[src/rtl/int_to_fp_converter_pkg.sv]
// Shared types for the integer-to-float converter: command, rounding mode, flags, FSM state.
// Latency: n/a (types only).
// Backpressure: n/a (types only).
package int_to_fp_converter_pkg;

    // FCVT.S.W treats the source as signed, FCVT.S.WU as unsigned
    typedef enum logic {
        CMD_SIGNED   = 1'b0,
        CMD_UNSIGNED = 1'b1
    } fp_int_cmd_t;

    // Resolved rounding mode as delivered by the decoder
    typedef enum logic [2:0] {
        RM_RNE = 3'd0,
        RM_RTZ = 3'd1,
        RM_RDN = 3'd2,
        RM_RUP = 3'd3,
        RM_RMM = 3'd4
    } rounding_mode_t;

    // Accrued exception flags in fflags bit order (NV is the MSB)
    typedef struct packed {
        logic nv;
        logic dz;
        logic of;
        logic uf;
        logic nx;
    } fflags_t;

    // Converter FSM
    typedef enum logic [1:0] {
        ST_IDLE      = 2'd0,
        ST_NORMALIZE = 2'd1,
        ST_ROUND     = 2'd2,
        ST_DONE      = 2'd3
    } cvt_state_t;

endpackage

[src/rtl/int_to_fp_converter_fp_rounder.sv]
// Rounds a normalized significand (implied leading 1) using guard/sticky, sign and rounding mode.
// Latency: combinational.
// Backpressure: none; pure function of its inputs.
module fp_rounder
    import int_to_fp_converter_pkg::*;
#(
    parameter int FRAC_W = 23
) (
    input  logic [FRAC_W-1:0] i_frac,
    input  logic              i_guard,
    input  logic              i_sticky,
    input  logic              i_sign,
    input  logic [2:0]        i_rm,
    output logic [FRAC_W-1:0] o_frac,
    output logic              o_carry,
    output logic              o_inexact
);

    logic              w_inc;
    logic [FRAC_W:0]   w_sum;

    // Decide whether to bump the significand; unknown encodings fall back to RNE
    always_comb begin
        w_inc = 1'b0;
        case (i_rm)
            RM_RNE:  w_inc = i_guard && (i_sticky || i_frac[0]);
            RM_RTZ:  w_inc = 1'b0;
            RM_RDN:  w_inc = i_sign && (i_guard || i_sticky);
            RM_RUP:  w_inc = !i_sign && (i_guard || i_sticky);
            RM_RMM:  w_inc = i_guard;
            default: w_inc = i_guard && (i_sticky || i_frac[0]);
        endcase
    end

    // Carry out of the fraction means 1.111..1 rolled over to 10.000..0:
    // the fraction wraps to zero and the caller bumps the exponent.
    assign w_sum     = {1'b0, i_frac} + {{FRAC_W{1'b0}}, w_inc};
    assign o_frac    = w_sum[FRAC_W-1:0];
    assign o_carry   = w_sum[FRAC_W];
    assign o_inexact = i_guard || i_sticky;

endmodule

[src/rtl/int_to_fp_converter.sv]
// Integer to single-precision converter (FCVT.S.W / FCVT.S.WU); INT_TO_FP_FAST_NORMALIZE_EN selects one-cycle normalize.
// Latency: zero -> 1 cycle; otherwise 3+k cycles (k = leading zeros), or 3 cycles with fast normalize.
// Backpressure: ready only in IDLE; result held in DONE until resultReady, no overlap between operations.
module int_to_fp_converter
    import int_to_fp_converter_pkg::*;
#(
    parameter int EXPONENT_WIDTH = 8,
    parameter int FRACTION_WIDTH = 23,
    parameter int INT_WIDTH      = 32,
    parameter int WIDTH          = 1 + EXPONENT_WIDTH + FRACTION_WIDTH
) (
    input  logic                 clk,
    input  logic                 rst,
    input  fp_int_cmd_t          command,
    input  logic [INT_WIDTH-1:0] intSrc,
    input  logic [2:0]           roundingMode,
    input  logic                 valid,
    output logic                 ready,
    output logic [WIDTH-1:0]     fpResult,
    output fflags_t              flags,
    output logic                 resultValid,
    input  logic                 resultReady
);

    localparam int CNT_W = $clog2(INT_WIDTH);
    localparam int SIG_W = FRACTION_WIDTH + 1;
    localparam int BIAS  = (2 ** (EXPONENT_WIDTH - 1)) - 1;
    localparam int GUARD_POS = INT_WIDTH - SIG_W - 1;
    localparam logic [INT_WIDTH-1:0] STICKY_MASK =
        (INT_WIDTH'(1) << GUARD_POS) - INT_WIDTH'(1);

    cvt_state_t                r_state;
    cvt_state_t                w_next_state;
    logic                      r_sign;
    logic [INT_WIDTH-1:0]      r_mag;
    logic [2:0]                r_rm;
    logic [CNT_W-1:0]          r_count;
    logic [WIDTH-1:0]          r_fp_result;
    fflags_t                   r_flags;

    logic                      w_sign;
    logic [INT_WIDTH-1:0]      w_mag;
    logic                      w_guard;
    logic                      w_sticky;
    logic [FRACTION_WIDTH-1:0] w_frac;
    logic                      w_carry;
    logic                      w_nx;
    logic [EXPONENT_WIDTH-1:0] w_exp;

    // Sign/magnitude of the request; the most negative value maps to its own unsigned magnitude
    assign w_sign = (command == CMD_SIGNED) && intSrc[INT_WIDTH-1];
    assign w_mag  = w_sign ? (~intSrc + INT_WIDTH'(1)) : intSrc;

`ifdef INT_TO_FP_FAST_NORMALIZE_EN
    logic [CNT_W-1:0] w_lzc;

    // Leading-zero count of the captured magnitude (highest set bit wins)
    always_comb begin
        w_lzc = '0;
        for (int i = 0; i < INT_WIDTH; i++) begin
            if (r_mag[i]) begin
                w_lzc = CNT_W'(INT_WIDTH - 1 - i);
            end
        end
    end
`endif

    // Round fields taken from the normalized magnitude
    assign w_guard  = r_mag[GUARD_POS];
    assign w_sticky = |(r_mag & STICKY_MASK);

    fp_rounder #(
        .FRAC_W (FRACTION_WIDTH)
    ) u_rounder (
        .i_frac    (r_mag[INT_WIDTH-2 -: FRACTION_WIDTH]),
        .i_guard   (w_guard),
        .i_sticky  (w_sticky),
        .i_sign    (r_sign),
        .i_rm      (r_rm),
        .o_frac    (w_frac),
        .o_carry   (w_carry),
        .o_inexact (w_nx)
    );

    // Exponent follows the MSB position left after normalization, plus any rounding carry
    assign w_exp = EXPONENT_WIDTH'(BIAS + INT_WIDTH - 1)
                 - EXPONENT_WIDTH'(r_count)
                 + EXPONENT_WIDTH'(w_carry);

    // FSM state register
    always_ff @(posedge clk or negedge rst) begin
        if (!rst) begin
            r_state <= ST_IDLE;
        end else begin
            r_state <= w_next_state;
        end
    end

    // FSM next-state logic
    always_comb begin
        w_next_state = r_state;
        case (r_state)
            ST_IDLE: begin
                if (valid) begin
                    w_next_state = (w_mag == '0) ? ST_DONE : ST_NORMALIZE;
                end
            end
            ST_NORMALIZE: begin
`ifdef INT_TO_FP_FAST_NORMALIZE_EN
                w_next_state = ST_ROUND;
`else
                if (r_mag[INT_WIDTH-1]) begin
                    w_next_state = ST_ROUND;
                end
`endif
            end
            ST_ROUND: begin
                w_next_state = ST_DONE;
            end
            ST_DONE: begin
                if (resultReady) begin
                    w_next_state = ST_IDLE;
                end
            end
            default: begin
                w_next_state = ST_IDLE;
            end
        endcase
    end

    // Operand capture, normalization shift and result registration
    always_ff @(posedge clk or negedge rst) begin
        if (!rst) begin
            r_sign      <= 1'b0;
            r_mag       <= '0;
            r_rm        <= '0;
            r_count     <= '0;
            r_fp_result <= '0;
            r_flags     <= '0;
        end else begin
            case (r_state)
                ST_IDLE: begin
                    if (valid) begin
                        r_sign  <= w_sign;
                        r_mag   <= w_mag;
                        r_rm    <= roundingMode;
                        r_count <= '0;
                        if (w_mag == '0) begin
                            r_fp_result <= '0;
                            r_flags     <= '0;
                        end
                    end
                end
                ST_NORMALIZE: begin
`ifdef INT_TO_FP_FAST_NORMALIZE_EN
                    r_mag   <= r_mag << w_lzc;
                    r_count <= w_lzc;
`else
                    if (!r_mag[INT_WIDTH-1]) begin
                        r_mag   <= r_mag << 1;
                        r_count <= r_count + CNT_W'(1);
                    end
`endif
                end
                ST_ROUND: begin
                    r_fp_result <= {r_sign, w_exp, w_frac};
                    r_flags     <= '{nv: 1'b0, dz: 1'b0, of: 1'b0, uf: 1'b0, nx: w_nx};
                end
                default: begin
                end
            endcase
        end
    end

    // Handshake outputs; ready is suppressed while reset is held
    assign ready       = (r_state == ST_IDLE) && rst;
    assign resultValid = (r_state == ST_DONE);
    assign fpResult    = r_fp_result;
    assign flags       = r_flags;

endmodule

[config.mk]
export PLATFORM = sky130hd
export DESIGN_NAME = int_to_fp_converter
export DESIGN_NICKNAME = d
export VERILOG_FILES = /design/src/rtl/int_to_fp_converter_pkg.sv /design/src/rtl/int_to_fp_converter_fp_rounder.sv /design/src/rtl/int_to_fp_converter.sv
export SDC_FILE = /design/constraint.sdc
export NUM_CORES = 1
export LEC_CHECK = 0
export CORE_UTILIZATION = 35
export DETAILED_ROUTE_END_ITERATION = 7
export GPL_ROUTABILITY_DRIVEN = 0
export RECOVER_POWER = 50
export SYNTH_ARGS = -nofsm -noshare
export SYNTH_HDL_FRONTEND = slang
export SYNTH_SLANG_ARGS = --single-unit
[constraint.sdc]
create_clock -name clk -period 5.96 [get_ports clk]
set_input_delay 0.894 -clock clk [delete_from_list [all_inputs] [get_ports clk]]
set_output_delay 0.894 -clock clk [all_outputs]
set_load 0.1 [all_outputs]
==> results summary <==
The number of resized instances in the post-cts repair step came out at 0. The post-route setup TNS came out at 0 ps. The worst register-to-register path begins at r_state[0]$_DFFE_PN0P_.

The starting utilization of the core area came out at 0.3605. Subtracting the final worst setup slack from the clock period gives 4976 ps. The vertical die dimension came out at 130.2 um. The post-synthesis instance area is 0.005748 mm^2. Counting the buffers created by CTS gives 9. The number of global-route vias before repair came out at 5050. The sequential area share after synthesis is 0.3309. The number of clock sinks seen by CTS is 76. The count of unresolved DRC violations after routing came out at 0. The detailed placement HPWL came out at 11640 um. The number of failing hold endpoints at the final stage came out at 0. Compared with the post-synthesis result, the final layout area differs by 18.83%. The final design area excluding fillers is 0.006830 mm^2.

The total track usage is 0.1993. At the worst endpoint, the arrival time is 5160 ps. The wire length reported by the detailed router is 16350 um. The synthesized design contains 0 enable-type register cells. The post-synthesis cell type count came out at 65. The power density over the cells came out at 569.4 mW/mm^2. The clock-pin slew on the worst setup and hold paths came out at 60 ps. The library cell used as clock root buffer is clkbuf_16.

The remaining max-slew budget at the tightest pin is -1.701. Counting flops with an async set or reset pin after synthesis yields a share of 1.000. The tool flagged a number of max-cap violations equal to 3. For this design the static power due to leakage is 2.403 nW. The critical setup path kind is reg2reg. The checks that failed: max-capacitance violations, max-slew violations.

The worst setup path is captured at a flop. The number of post-CTS setup repair buffers is 0. The number of primary I/O pins came out at 79. The finished layout holds 947 standard cells, fillers aside.

The transition at the pin with the smallest max-transition slack came out at 4051 ps. The post-route antenna net violation count is 0. The first-pass GRT wire length is 26610 um.

The maximum ir drop on the vdd rail is 448.0 uV. The number of placed instances with taps included came out at 931. A synthesized cell averages 8.282 um^2. The antenna diode count came out at 0.

In this run, synthesis produced a sequential element count of 76. The most used flip-flop cell after synthesis is dfrtp_1. The placeable core area is 0.01594 mm^2. In this run the deepest clock path goes through 2 buffers. The worst setup skew after layout came out at 7.043 ps. Summed over all layers, the global routing overflow is 0.

The cell count after synthesis is 694. The flow ran to the end, but the final reports show violations. The worst-skew pair later-pin latency is 330 ps.

The H-tree was split into 3 levels. The violation count after the first detailed-route iteration came out at 546. The number of antenna violations at the first check in global routing is 0. Entering global routing, the biggest net connects 75 pins. Setup repair after global routing left no endpoint under its margin. The depth of the worst register-to-register path is 7.

The top fanout value on the critical path came out at 43. The area of the die came out at 0.01694 mm^2. The worst reg2reg path endpoint is r_mag[4]$_DFFE_PN0P_. The routed via count divided by cell count is 5.776. In this run the worst hold path is classified as in2async. The Yosys warning count is 0. Port buffering added 74 buffers. Based on the critical path, the design can be clocked at up to 201.0 MHz. The hold buffer count at cts is 0.

The number of setup violations in the final report came out at 0. The count of vias placed by the detailed router is 5470. In the final routed layout, each cell accounts on average for 17.27 um. The detailed-routing iteration count for the pre-antenna-repair pass is 5. In this run the cell area measured after placement is 0.006578 mm^2.

The number of nets in the layout is 776. The CTS tree is done. The critical path data required time came out at 6140 ps. STA classifies the critical path startpoint as a flop. The final-report max-slew violation count came out at 157. The overall power came out at 3.889 mW. The ratio of final minimum period to clock period is 0.8349. The fraction of final layout cells sized beyond drive strength 1 is 0.05062. The number of placement rows came out at 46. Across all register-to-register paths, the minimum setup slack is 980 ps. The die width came out at 130.2 um.
## worst max path at each step
stage / startpoint / to / slack [ps] / cells after the start
floorplan: intSrc[4] / fpResult[17]$_DFFE_PN0P_ / 1950 / 12
global placement: intSrc[4] / fpResult[29]$_DFFE_PN0P_ / 960 / 10
detailed placement: intSrc[4] / fpResult[29]$_DFFE_PN0P_ / 880 / 9
CTS: intSrc[4] / fpResult[29]$_DFFE_PN0P_ / 1220 / 9
global route: rst / r_mag[18]$_DFFE_PN0P_ / 540 / 2
finish: r_state[0]$_DFFE_PN0P_ / r_mag[4]$_DFFE_PN0P_ / 980 / 7
## cell type report
cell class                 count  area [um^2]
sequential                    76         1902
clock inverter                 5        27.53
fill                        1588         9112
multi-input combinational    543         3545
timing repair buffer          84        798.3
clock buffer                  11        242.7
inverter                      12        45.04
tap                          216        270.3
## critical path: stages, from the launching register on
cell and delay [ps]:
dfrtp_1 410, inv_1 100, ha_1 220, clkbuf_1 1490, nor2b_1 380, clkbuf_1 1330, a211o_1 670, o21ai_0 210
## placed cells by master, fill, tap and decap left out, types with 17 or more instances in the layout
cell / instances
dfrtp_1: 76
nand2_1: 69
clkdlybuf4s50_1: 65
nor2_1: 51
o211ai_1: 49
nand3_1: 33
xnor2_1: 32
a22oi_1: 29
o21ai_0: 24
xor2_1: 23
a21oi_1: 23
or3_1: 19
nor3_1: 17
## synth_stat cells, types with 4 or more instances
cell      instances  area (um^2)
xnor2_1          32        280.3
nor3_1           17        85.08
a22oi_1          29        217.7
a211oi_1          6        45.04
nand2_1          69        259.0
ha_1             10        125.1
inv_1            11        41.29
o31ai_1           5        37.54
xor2_1           23        201.4
nand3_1          33        165.2
buf_4             4        30.03
mux2_2            4        45.04
dfrtp_1          76         1902
nor2_1           51        191.4
buf_2             4        20.02
clkbuf_1         54        202.7
nor3b_1           6        45.04
nor4_1            7        43.79
o211ai_1         49        367.9
o221ai_1         15        131.4
o21a_1           15        112.6
a21oi_1          23        115.1
nand4b_1          4        35.03
nand4_1          14        87.58
or3_1            19        118.9
a31oi_1          14        87.58
and4_1            4        35.03
o21ai_0          24        120.1
nand3b_1         11        82.58
## report_power, final
group	internal [mW]	switching, mW	total [mW]	leakage (nW)
registers	0.764	0.300	1.06	0.904
logic	0.700	1.63	2.33	1.36
clock network	0.290	0.209	0.500	0.135
## metal layers
layer  track usage  part of all wire
met1        0.2841              0.49
met2        0.3073              0.45
met3       0.03157             0.051
met4       0.06224             0.015
met5             0                 0
## sequential cells by signal (all words and copies together), names as in the netlist
register,flops
fpResult,32
r_mag,32
r_count,5
r_rm,3
r_state,2
flags,1
r_sign,1
## kinds of logic after synthesis
logic type | share of synthesized area
AO/OA/AOI/OAI | 0.2564
XOR/XNOR | 0.08380
adder cells (fa/ha/maj) | 0.02177
buffers and inverters | 0.05703
flip-flops | 0.3309
multiplexers | 0.01132
other | 0.0006524
AND/OR/NAND/NOR | 0.2381
## through the flow
stage	hold slack, ps	utilization	setup WS (ps)
floorplan	472.5	-	1947
global placement	495.0	0.4126	961.0
detailed placement	503.2	0.4126	883.3
CTS	342.4	0.4295	1221
global route	402.5	0.4284	543.3
finish	388.7	0.4284	983.8
(Power assumes the default switching activity.)
